==> src/rtl/btn_debounce_repeat.sv <==
// Push-button conditioner: synchronises raw pads, debounces on divided-clock ticks,
// and emits clean levels plus press (with hold-to-repeat) and release pulses.
module btn_debounce_repeat #(
  parameter int unsigned NBTN        = 2,
  parameter int unsigned STABLE_CNT  = 4,
  parameter int unsigned REPEAT_DLY  = 16,
  parameter int unsigned REPEAT_RATE = 4
) (
  input  logic            clk,
  input  logic            rst_n,
  input  logic            tick_clk,
  input  logic [NBTN-1:0] btn_raw,
  output logic            tick,
  output logic [NBTN-1:0] btn_level,
  output logic [NBTN-1:0] btn_press,
  output logic [NBTN-1:0] btn_release
);

  localparam int unsigned SW = $clog2(STABLE_CNT + 1);
  localparam int unsigned RW = 8;

  localparam logic [SW-1:0] STABLE_V = SW'(STABLE_CNT);
  localparam logic [RW-1:0] DLY_V    = RW'(REPEAT_DLY);
  localparam logic [RW-1:0] RATE_V   = RW'(REPEAT_RATE);
  localparam logic          RPT_EN   = (REPEAT_DLY != 0);

  typedef enum logic [1:0] {
    IDLE   = 2'd0,
    HOLD   = 2'd1,
    REPEAT = 2'd2
  } state_t;

  logic tick_s1;
  logic tick_s2;
  logic tick_d;

  // Divided clock is only ever seen as a level; its rising edge becomes the sample strobe.
  always_ff @(posedge clk) begin
    if (!rst_n) begin
      tick_s1 <= 1'b0;
      tick_s2 <= 1'b0;
      tick_d  <= 1'b0;
      tick    <= 1'b0;
    end else begin
      tick_s1 <= tick_clk;
      tick_s2 <= tick_s1;
      tick_d  <= tick_s2;
      tick    <= tick_s2 & ~tick_d;
    end
  end

  for (genvar g = 0; g < NBTN; g++) begin : g_btn
    logic          s1;
    logic          s2;
    logic          level_q;
    logic          level_nxt;
    logic          press_q;
    logic          press_nxt;
    logic          release_q;
    logic          release_nxt;
    logic [SW-1:0] scnt_q;
    logic [SW-1:0] scnt_nxt;
    logic [RW-1:0] rcnt_q;
    logic [RW-1:0] rcnt_nxt;
    state_t        state_q;
    state_t        state_nxt;
    logic          rise;
    logic          fall;

    always_ff @(posedge clk) begin
      if (!rst_n) begin
        s1        <= 1'b0;
        s2        <= 1'b0;
        level_q   <= 1'b0;
        press_q   <= 1'b0;
        release_q <= 1'b0;
        scnt_q    <= '0;
        rcnt_q    <= '0;
        state_q   <= IDLE;
      end else begin
        s1        <= btn_raw[g];
        s2        <= s1;
        level_q   <= level_nxt;
        press_q   <= press_nxt;
        release_q <= release_nxt;
        scnt_q    <= scnt_nxt;
        rcnt_q    <= rcnt_nxt;
        state_q   <= state_nxt;
      end
    end

    // A new level is accepted only after STABLE_CNT consecutive differing samples.
    always_comb begin
      level_nxt = level_q;
      scnt_nxt  = scnt_q;
      if (tick) begin
        if (s2 != level_q) begin
          if (scnt_q + SW'(1) == STABLE_V) begin
            level_nxt = ~level_q;
            scnt_nxt  = '0;
          end else begin
            scnt_nxt = scnt_q + SW'(1);
          end
        end else begin
          scnt_nxt = '0;
        end
      end
    end

    assign rise = level_nxt & ~level_q;
    assign fall = ~level_nxt & level_q;

    // Pulses are decided from the next level so they land on the same edge as the level change.
    always_comb begin
      state_nxt   = state_q;
      rcnt_nxt    = rcnt_q;
      press_nxt   = 1'b0;
      release_nxt = 1'b0;
      case (state_q)
        IDLE: begin
          if (rise) begin
            press_nxt = 1'b1;
            state_nxt = HOLD;
            rcnt_nxt  = '0;
          end
        end
        HOLD: begin
          if (fall) begin
            release_nxt = 1'b1;
            state_nxt   = IDLE;
            rcnt_nxt    = '0;
          end else if (tick && RPT_EN) begin
            if (rcnt_q + RW'(1) == DLY_V) begin
              press_nxt = 1'b1;
              state_nxt = REPEAT;
              rcnt_nxt  = '0;
            end else begin
              rcnt_nxt = rcnt_q + RW'(1);
            end
          end
        end
        REPEAT: begin
          if (fall) begin
            release_nxt = 1'b1;
            state_nxt   = IDLE;
            rcnt_nxt    = '0;
          end else if (tick) begin
            if (rcnt_q + RW'(1) == RATE_V) begin
              press_nxt = 1'b1;
              rcnt_nxt  = '0;
            end else begin
              rcnt_nxt = rcnt_q + RW'(1);
            end
          end
        end
        default: begin
          state_nxt = IDLE;
          rcnt_nxt  = '0;
        end
      endcase
    end

    assign btn_level[g]   = level_q;
    assign btn_press[g]   = press_q;
    assign btn_release[g] = release_q;
  end

endmodule
==> config.mk <==
export PLATFORM = sky130hd
export DESIGN_NAME = btn_debounce_repeat
export DESIGN_NICKNAME = d
export VERILOG_FILES = /design/src/rtl/btn_debounce_repeat.sv
export SDC_FILE = /design/constraint.sdc
export NUM_CORES = 1
export LEC_CHECK = 0
export CORE_UTILIZATION = 64
export CTS_CLUSTER_DIAMETER = 200
export DETAILED_ROUTE_END_ITERATION = 8
export PLACE_DENSITY_LB_ADDON = 0.08
export SETUP_SLACK_MARGIN = 0.05
export SLEW_MARGIN = 5
export SYNTH_ARGS = -nofsm -noshare
export SYNTH_HDL_FRONTEND = slang
export SYNTH_SLANG_ARGS = --single-unit
==> constraint.sdc <==
create_clock -name clk -period 3.3 [get_ports clk]
set_clock_uncertainty 0.1 [all_clocks]
set_input_delay 0.33 -clock clk [delete_from_list [all_inputs] [get_ports clk]]
set_output_delay 0.33 -clock clk [all_outputs]
set_load 0.05 [all_outputs]
==> results list, run 1 <==
- Result of the run: complete, no violations
- Slew Limit Headroom: 0.524
- Area added between synthesis and finish: 6.41%
* Peak supply drop: 0.232 mV
- Synth Register Bits: 40
- Post-route setup TNS: 0 ps
- The cell count after synthesis came out at 289.
* LEAKAGE: 0.939 nW
* Number of levels the H-tree was split into: 2
* Hold violation total from the final report: 0
- TritonCTS clock tree: done
- The routed design could run at a clock period as short as 2540 ps.
* ANT nets after route: 0
* Drt drc: 0
- Detailed routing inserted a total of 2,012 vias.
- The final-report max-slew violation count came to 0.
- Summed over all nets, the half-perimeter wirelength after detailed placement is 3.43 mm.
* Maximum fanout encountered on the critical timing path: 14
- After global routing the overflow that remains totals 0.
- Total of fill cells in the finished design: 269
- Static timing analysis puts the maximum clock frequency at 393 MHz.
* Unrepaired setup endpoints after global routing: false
- Max-cap violations in this run came to 0.
- By area the synthesized netlist is led by sky130_fd_sc_hd__dfxtp_1, sky130_fd_sc_hd__ha_1, sky130_fd_sc_hd__nand2_1, sky130_fd_sc_hd__a21oi_1, sky130_fd_sc_hd__nor2_1.
* Clock insertion delay at the later pin of the skew report: 360 ps
* Crit path arrival time: 2760 ps
* Pwr/cell area: 314 nW/um^2
- Chip Width: 62.5 microns
- Entering global routing, the biggest net connects 21 pins.
* Antenna diodes: 0
- Final worst-path cycle share: 0.771
* Share of the synthesized area in the top cell type: 0.342
* Buffers added on ports: 11
- Setup violations remaining at the end of the flow were counted as 0.
* Clock sink total: 40
- At the pin with the least slew margin, the transition time is 712 ps.
* Core Box Area: 3420 sq um
* DRC violation total after the first TritonRoute iteration: 124
- The via count of the first global-routing pass was 1,934.
- Total I/O pin count: 12
- Category of the critical setup timing path: register to register
* Nets@finish: 311
* Average cell area after synthesis: 8.10 sq um
- The commonest cells after synthesis are sky130_fd_sc_hd__dfxtp_1, sky130_fd_sc_hd__nand2_1, sky130_fd_sc_hd__nor2_1.
- CP top delay family: compound AO/OA/AOI/OAI gates
- For this run, asynchronously set or reset flops after synthesis account for 0.
- Data required time of the worst path: 3520 ps
- Maximum clock path buffer count: 2
- Sequential fraction of the synthesis area: 0.342
* Pre-Repair DR Iteration Count: 4
* Worst-path cell with the longest stage delay: sky130_fd_sc_hd__a221o_1
- Measured on the finished design, the core utilization comes to 0.729.
* Longest individual stage delay on the worst path: 480 ps
* Count of flip-flops with a built-in enable after synthesis: 0
- Count of different cell masters after synthesis: 57
- The die is 62.5 microns tall.
* Synth Cell Area: 2340 sq um
* Top_reg_cell synth: sky130_fd_sc_hd__dfxtp_1
- Among all cell types in the netlist, the one instantiated most often is sky130_fd_sc_hd__dfxtp_1.
- Across every metal layer, demand over resource in global routing totals 0.271.
* Number of buffers created by CTS: 5
- Number of antenna violations at the first check in global routing: 0
- Wire length of the first global-routing pass: 8.40 mm
* Kind of start point of the critical path: register
- Synthesized Nets: 308
- Average wire per standard cell: 14.1 microns
* Worst Setup End Kind: register
- CP Cell Sequence: ha_1, xor2_1, nand4_1, a221o_1, or3_1, a2111oi_1, o21a_1
* Final wirelength: 4.77 mm
- The critical path contains buffers and inverters numbering 0 combined.
- Largest area contributor in the synthesized netlist: sky130_fd_sc_hd__dfxtp_1
- Class of the worst hold path: register to register
- The die covers 3900 sq um.
* Post-DR vias/cell: 5.94
- The floorplan has 21 rows.
- Hold repair after CTS inserted 0 buffers.
- Final estimated routing congestion in global placement: 0.828
* Ratio of cells with drive above 1 in the final layout: 0.0478
- Syn. warnings: 0
- Clk Tree Root Cell: sky130_fd_sc_hd__clkbuf_4
* Initial Utilization: 0.685
* Post-CTS Resized: 0
* Post-CTS setup buffer count: 0
- Clock-pin slew of the registers on the worst-case setup and hold paths: 130 ps
sequential cells by signal, summed over array words and instances (netlist names):
register,flops
g_btn.rcnt_q,16
g_btn.scnt_q,6
g_btn.state_q,4
g_btn.level_q,2
g_btn.press_q,2
g_btn.release_q,2
g_btn.s1,2
g_btn.s2,2
tick,1
tick_d,1
tick_s1,1
tick_s2,1
report_power, final:
part	leakage, nW	switching, W	internal, W
registers	0.324	0.00000339	0.000487
logic	0.583	0.0000141	0.00000948
clock network	0.0326	0.000164	0.000105
per-stage QoR:
stage | setup slack, ps | hold slack (ps) | cells | power (W) | area (sq um)
CTS | 737 | 304 | 339 | 0.000787 | 2490
floorplan | 1030 | 267 | 289 | 0.000514 | 2340
global placement | 897 | 280 | 331 | 0.000524 | 2430
detailed placement | 745 | 288 | 331 | 0.000525 | 2430
finish | 756 | 299 | 339 | 0.000783 | 2490
global route | 545 | 315 | 339 | 0.000806 | 2490
logic make-up (layout without fill, tap and decap cells):
kind of cell | Yosys count | after routing | share of synthesized area
compound gates | 65 | 65 | 0.190
xor+xnor | 6 | 6 | 0.0224
fa+ha+maj | 14 | 14 | 0.0748
buf+inv | 28 | 32 | 0.0550
flops | 40 | 40 | 0.342
mux | 5 | 5 | 0.0219
simple gates | 131 | 131 | 0.294
worst register-to-register path, cell delays in order, from the launching register on:
cell and delay (ps):
sky130_fd_sc_hd__dfxtp_1 400, sky130_fd_sc_hd__ha_1 220, sky130_fd_sc_hd__xor2_1 250, sky130_fd_sc_hd__nand4_1 160, sky130_fd_sc_hd__a221o_1 480, sky130_fd_sc_hd__or3_1 370, sky130_fd_sc_hd__a2111oi_1 380, sky130_fd_sc_hd__o21a_1 150
cell usage in the layout (no fill, tap or decap), types with 3 or more instances in the layout:
| cell | Yosys | layout |
|---|---|---|
| sky130_fd_sc_hd__clkbuf_4 | 0 | 5 |
| sky130_fd_sc_hd__nor2_1 | 23 | 23 |
| sky130_fd_sc_hd__or3_1 | 6 | 6 |
| sky130_fd_sc_hd__mux2i_1 | 4 | 4 |
| sky130_fd_sc_hd__nor3_1 | 12 | 12 |
| sky130_fd_sc_hd__xor2_1 | 4 | 4 |
| sky130_fd_sc_hd__a21o_1 | 3 | 3 |
| sky130_fd_sc_hd__nor3b_1 | 4 | 4 |
| sky130_fd_sc_hd__inv_1 | 12 | 12 |
| sky130_fd_sc_hd__nor2b_1 | 6 | 6 |
| sky130_fd_sc_hd__dfxtp_1 | 40 | 40 |
| sky130_fd_sc_hd__o31ai_1 | 3 | 3 |
| sky130_fd_sc_hd__and3_1 | 5 | 5 |
| sky130_fd_sc_hd__and2_1 | 9 | 9 |
| sky130_fd_sc_hd__nor4_1 | 4 | 4 |
| sky130_fd_sc_hd__nand2_1 | 31 | 31 |
| sky130_fd_sc_hd__nand3_1 | 12 | 12 |
| sky130_fd_sc_hd__ha_1 | 14 | 14 |
| sky130_fd_sc_hd__a21oi_1 | 19 | 19 |
| sky130_fd_sc_hd__clkdlybuf4s50_1 | 0 | 11 |
| sky130_fd_sc_hd__o21ai_0 | 12 | 12 |
per-layer routing:
metal / track usage / vias up / share of wire / wire, microns
li1: - / 1043 / - / -
met3: 0.0566 / 8 / 0.044 / 212
met2: 0.444 / 48 / 0.47 / 2220
met4: 0.128 / 0 / 0.019 / 90
met5: 0 / - / 0 / 0
met1: 0.339 / 913 / 0.47 / 2250
area by class of cell:
class | count | area (sq um) | share of cell area
inverter | 12 | 45.0 | 0.0181
tap | 46 | 57.6 | 0.0231
timing repair buffer | 12 | 118 | 0.0472
clock buffer | 8 | 58.8 | 0.0236
multi-input combinational | 221 | 1410 | 0.567
sequential | 40 | 801 | 0.321
final timing paths:
| kind | startpoint | endpoint | slack [ps] | cells after the start |
|---|---|---|---|---|
| setup / recovery | g_btn[1].scnt_q[0]$_SDFFE_PN0P_ | g_btn[1].rcnt_q[4]$_SDFFE_PN0P_ | 760 | 7 |
| hold / removal | tick_d$_SDFF_PN0_ | tick$_SDFF_PN0_ | 300 | 1 |
| setup reg to reg | g_btn[1].scnt_q[0]$_SDFFE_PN0P_ | g_btn[1].rcnt_q[4]$_SDFFE_PN0P_ | 760 | 7 |
| hold reg to reg | tick_d$_SDFF_PN0_ | tick$_SDFF_PN0_ | 300 | 1 |
Note: power is estimated with default switching activity, not from simulation.
==> run 2: changes to the inputs <==
CORE_UTILIZATION = 54   (was 64)
clock period = 2.2 ns   (was 3.3 ns; I/O delays follow)
==> results list, run 2 (synthesized netlist as in run 1, its figures left out) <==
* Number of cells on the worst hold path: 1
- Worst-margin pin slew: 503 ps
- Post-route worst setup slack: 53.7 ps
- Pre-Repair DR Iteration Count: 4
* Endpoint with the worst hold slack: tick$_SDFF_PN0_
- LEAKAGE: 1.16 nW
- After clock tree synthesis, the clock-pin slew on the worst setup and hold paths is 80 ps.
- The smallest clock period supported by the final layout is computed as 2150 ps.
- The number of hold violations in the final report came to 0.
- The number of antenna diodes in the final layout is 0.
- In this run the count of I/O pins placed on the die edge is 12.
- TritonCTS built the clock tree.
* Chip Width: 67.8 microns
- For flop-to-flop paths, the worst setup slack is 50 ps.
- Critical path startpoint: g_btn[1].scnt_q[0]$_SDFFE_PN0P_
* Grt ovf: 0
- Final count of pins violating max slew: 0
- Along the worst path, the maximum fanout reaches 6.
- The detail route stage leaves a number of antenna-violating nets equal to 0.
* Register ranked first by flip-flop count: g_btn.rcnt_q
- Across all layers, the routed design uses 2,151 vias.
- MaxCap Viol Count: 0
* Final wirelength: 5.11 mm
* Half-perimeter wire length after detailed placement: 3.65 mm
* Die area: 4600 sq um
- Nets@finish: 350
- Core Box Area: 4090 sq um
* Final worst-path cycle share: 0.976
- Clock sink total: 40
- Pwr/cell area: 479 nW/um^2
- The clock tree synthesis step divided the H-tree into 2 levels.
* Crit path arrival time: 2290 ps
- The worst register-to-register path ends at g_btn[1].rcnt_q[6]$_SDFFE_PN0P_.
- Average wire per standard cell: 13.4 microns
* Unrepaired setup endpoints after global routing: true
- The worst setup path is captured at a register.
- Via count of the first global-routing pass: 1,928
* Post-DR vias/cell: 5.63
* Setup-failing EPs final: 0
- Counting cells, the worst reg-to-reg path comes to 7.
- The register with the most flip-flops in the layout has 16 of them.
- In this run the tool buffered the top-level ports with 11 buffer cells.
* Kind of start point of the critical path: register
* Initial Utilization: 0.573
- Peak clock frequency supported by timing: 466 MHz
- Number of antenna violations at the first check in global routing: 0
- Category of the critical setup timing path: register to register
- Source of the worst hold timing path: tick_d$_SDFF_PN0_
- Launch instance of the worst register-to-register path: g_btn[1].scnt_q[0]$_SDFFE_PN0P_
* Worst Hold Slack: 291 ps
* Pin count of the biggest net entering global routing: 20
- Area added between synthesis and finish: 24.9%
* Highest-count cells in the layout ignoring fill and taps: sky130_fd_sc_hd__buf_4, sky130_fd_sc_hd__dfxtp_1, sky130_fd_sc_hd__nand2_1, sky130_fd_sc_hd__nor2_1, sky130_fd_sc_hd__a21oi_1
* Clock insertion delay at the later pin of the skew report: 300 ps
- Clock tree synthesis inserted a total of 5 buffers.
- Ratio of cells with drive above 1 in the final layout: 0.214
- VDD sags by at most 0.381 mV.
- Gr usage total: 0.246
* Data required time of the worst path: 2340 ps
- The min-delay analysis places its worst path in the category register to register.
- Slew Limit Headroom: 0.664
* Pre-CTS worst setup slack: -11.5 ps
* Vert. Die Dim: 67.8 microns
* Cts hold-fix bufs: 0
- Clk Tree Root Cell: sky130_fd_sc_hd__clkbuf_8
- Adding up every negative setup slack in the final design gives 0 ps.
* Final estimated routing congestion in global placement: 0.834
- The longest clock path from root to sink contains 2 buffers.
- Once layout is complete, the utilization of the core stands at 0.716.
- Number of rows in the core area: 23
- For this run, design rule violations remaining after detail routing come to 0.
- DRC violation total after the first TritonRoute iteration: 211
- The flow ran to the end, and the final reports show no timing, DRC or antenna violations.
- In the final layout, the registers with the most flip-flops are g_btn.rcnt_q x16, g_btn.scnt_q x6, g_btn.state_q x4.
- Most common cell after layout, fill and taps aside: sky130_fd_sc_hd__buf_4
- Wire length of the first global-routing pass: 8.52 mm
## run 2: cell types whose count changed in the layout (fill, tap and decap cells not counted), sizes merged
cell / before / now
buf: 1 / 40
clkbuf: 8 / 5
bufinv: 0 / 1
clkinvlp: 0 / 1
inv: 12 / 13
## run 2: area by class of cell
cell class	count	area [sq um]
tap	50	62.6
fill	339	1160
clock inverter	3	46.3
clock buffer	5	68.8
multi-input combinational	221	1490
sequential	40	805
inverter	12	45.0
timing repair buffer	51	410
## run 2: worst max path at each step
stage | cells after the start | endpoint
finish | 7 | g_btn[1].rcnt_q[6]$_SDFFE_PN0P_
global route | 7 | g_btn[1].rcnt_q[6]$_SDFFE_PN0P_
CTS | 7 | g_btn[1].rcnt_q[7]$_SDFFE_PN0P_
detailed placement | 7 | g_btn[1].rcnt_q[6]$_SDFFE_PN0P_
global placement | 7 | g_btn[1].rcnt_q[7]$_SDFFE_PN0P_
floorplan | 7 | g_btn[1].rcnt_q[7]$_SDFFE_PN0P_
## run 2: what timing repair did
| item | CTS | global route |
|---|---|---|
| hold endpoints to repair | 0 | 0 |
| gates cloned | 0 | 0 |
| pin swaps | 5 | 7 |
| resized for setup | 4 | 8 |
| setup buffers | 0 | 3 |
| setup endpoints to repair | 7 | 18 |
## run 2: per-layer routing
metal | wire length [microns] | track usage
met1 | 2460 | 0.323
met4 | 93 | 0.0859
met5 | 0 | 0
met3 | 206 | 0.0567
met2 | 2350 | 0.394
## run 2: per-stage QoR
stage          cell area, sq um  total power [W]  std cells
4_1_cts                    2870          0.00141        379
2_1_floorplan              2360         0.000772        289
5_1_grt                    2920          0.00145        382
6_report                   2920          0.00140        382
3_5_place_dp               2720         0.000792        371
3_3_place_gp               2720         0.000791        371
## run 2: critical path: stages, from the launching register on
cell and delay [ps]:
sky130_fd_sc_hd__dfxtp_2 350, sky130_fd_sc_hd__ha_4 150, sky130_fd_sc_hd__xor2_2 160, sky130_fd_sc_hd__nand4_1 140, sky130_fd_sc_hd__a221o_1 390, sky130_fd_sc_hd__or2_4 260
sky130_fd_sc_hd__or4_1 390, sky130_fd_sc_hd__a21oi_1 140
## run 2: power by group
part	switching [W]	internal, W
registers	0.00000406	0.000730
clock network	0.000285	0.000342
logic	0.0000228	0.0000179
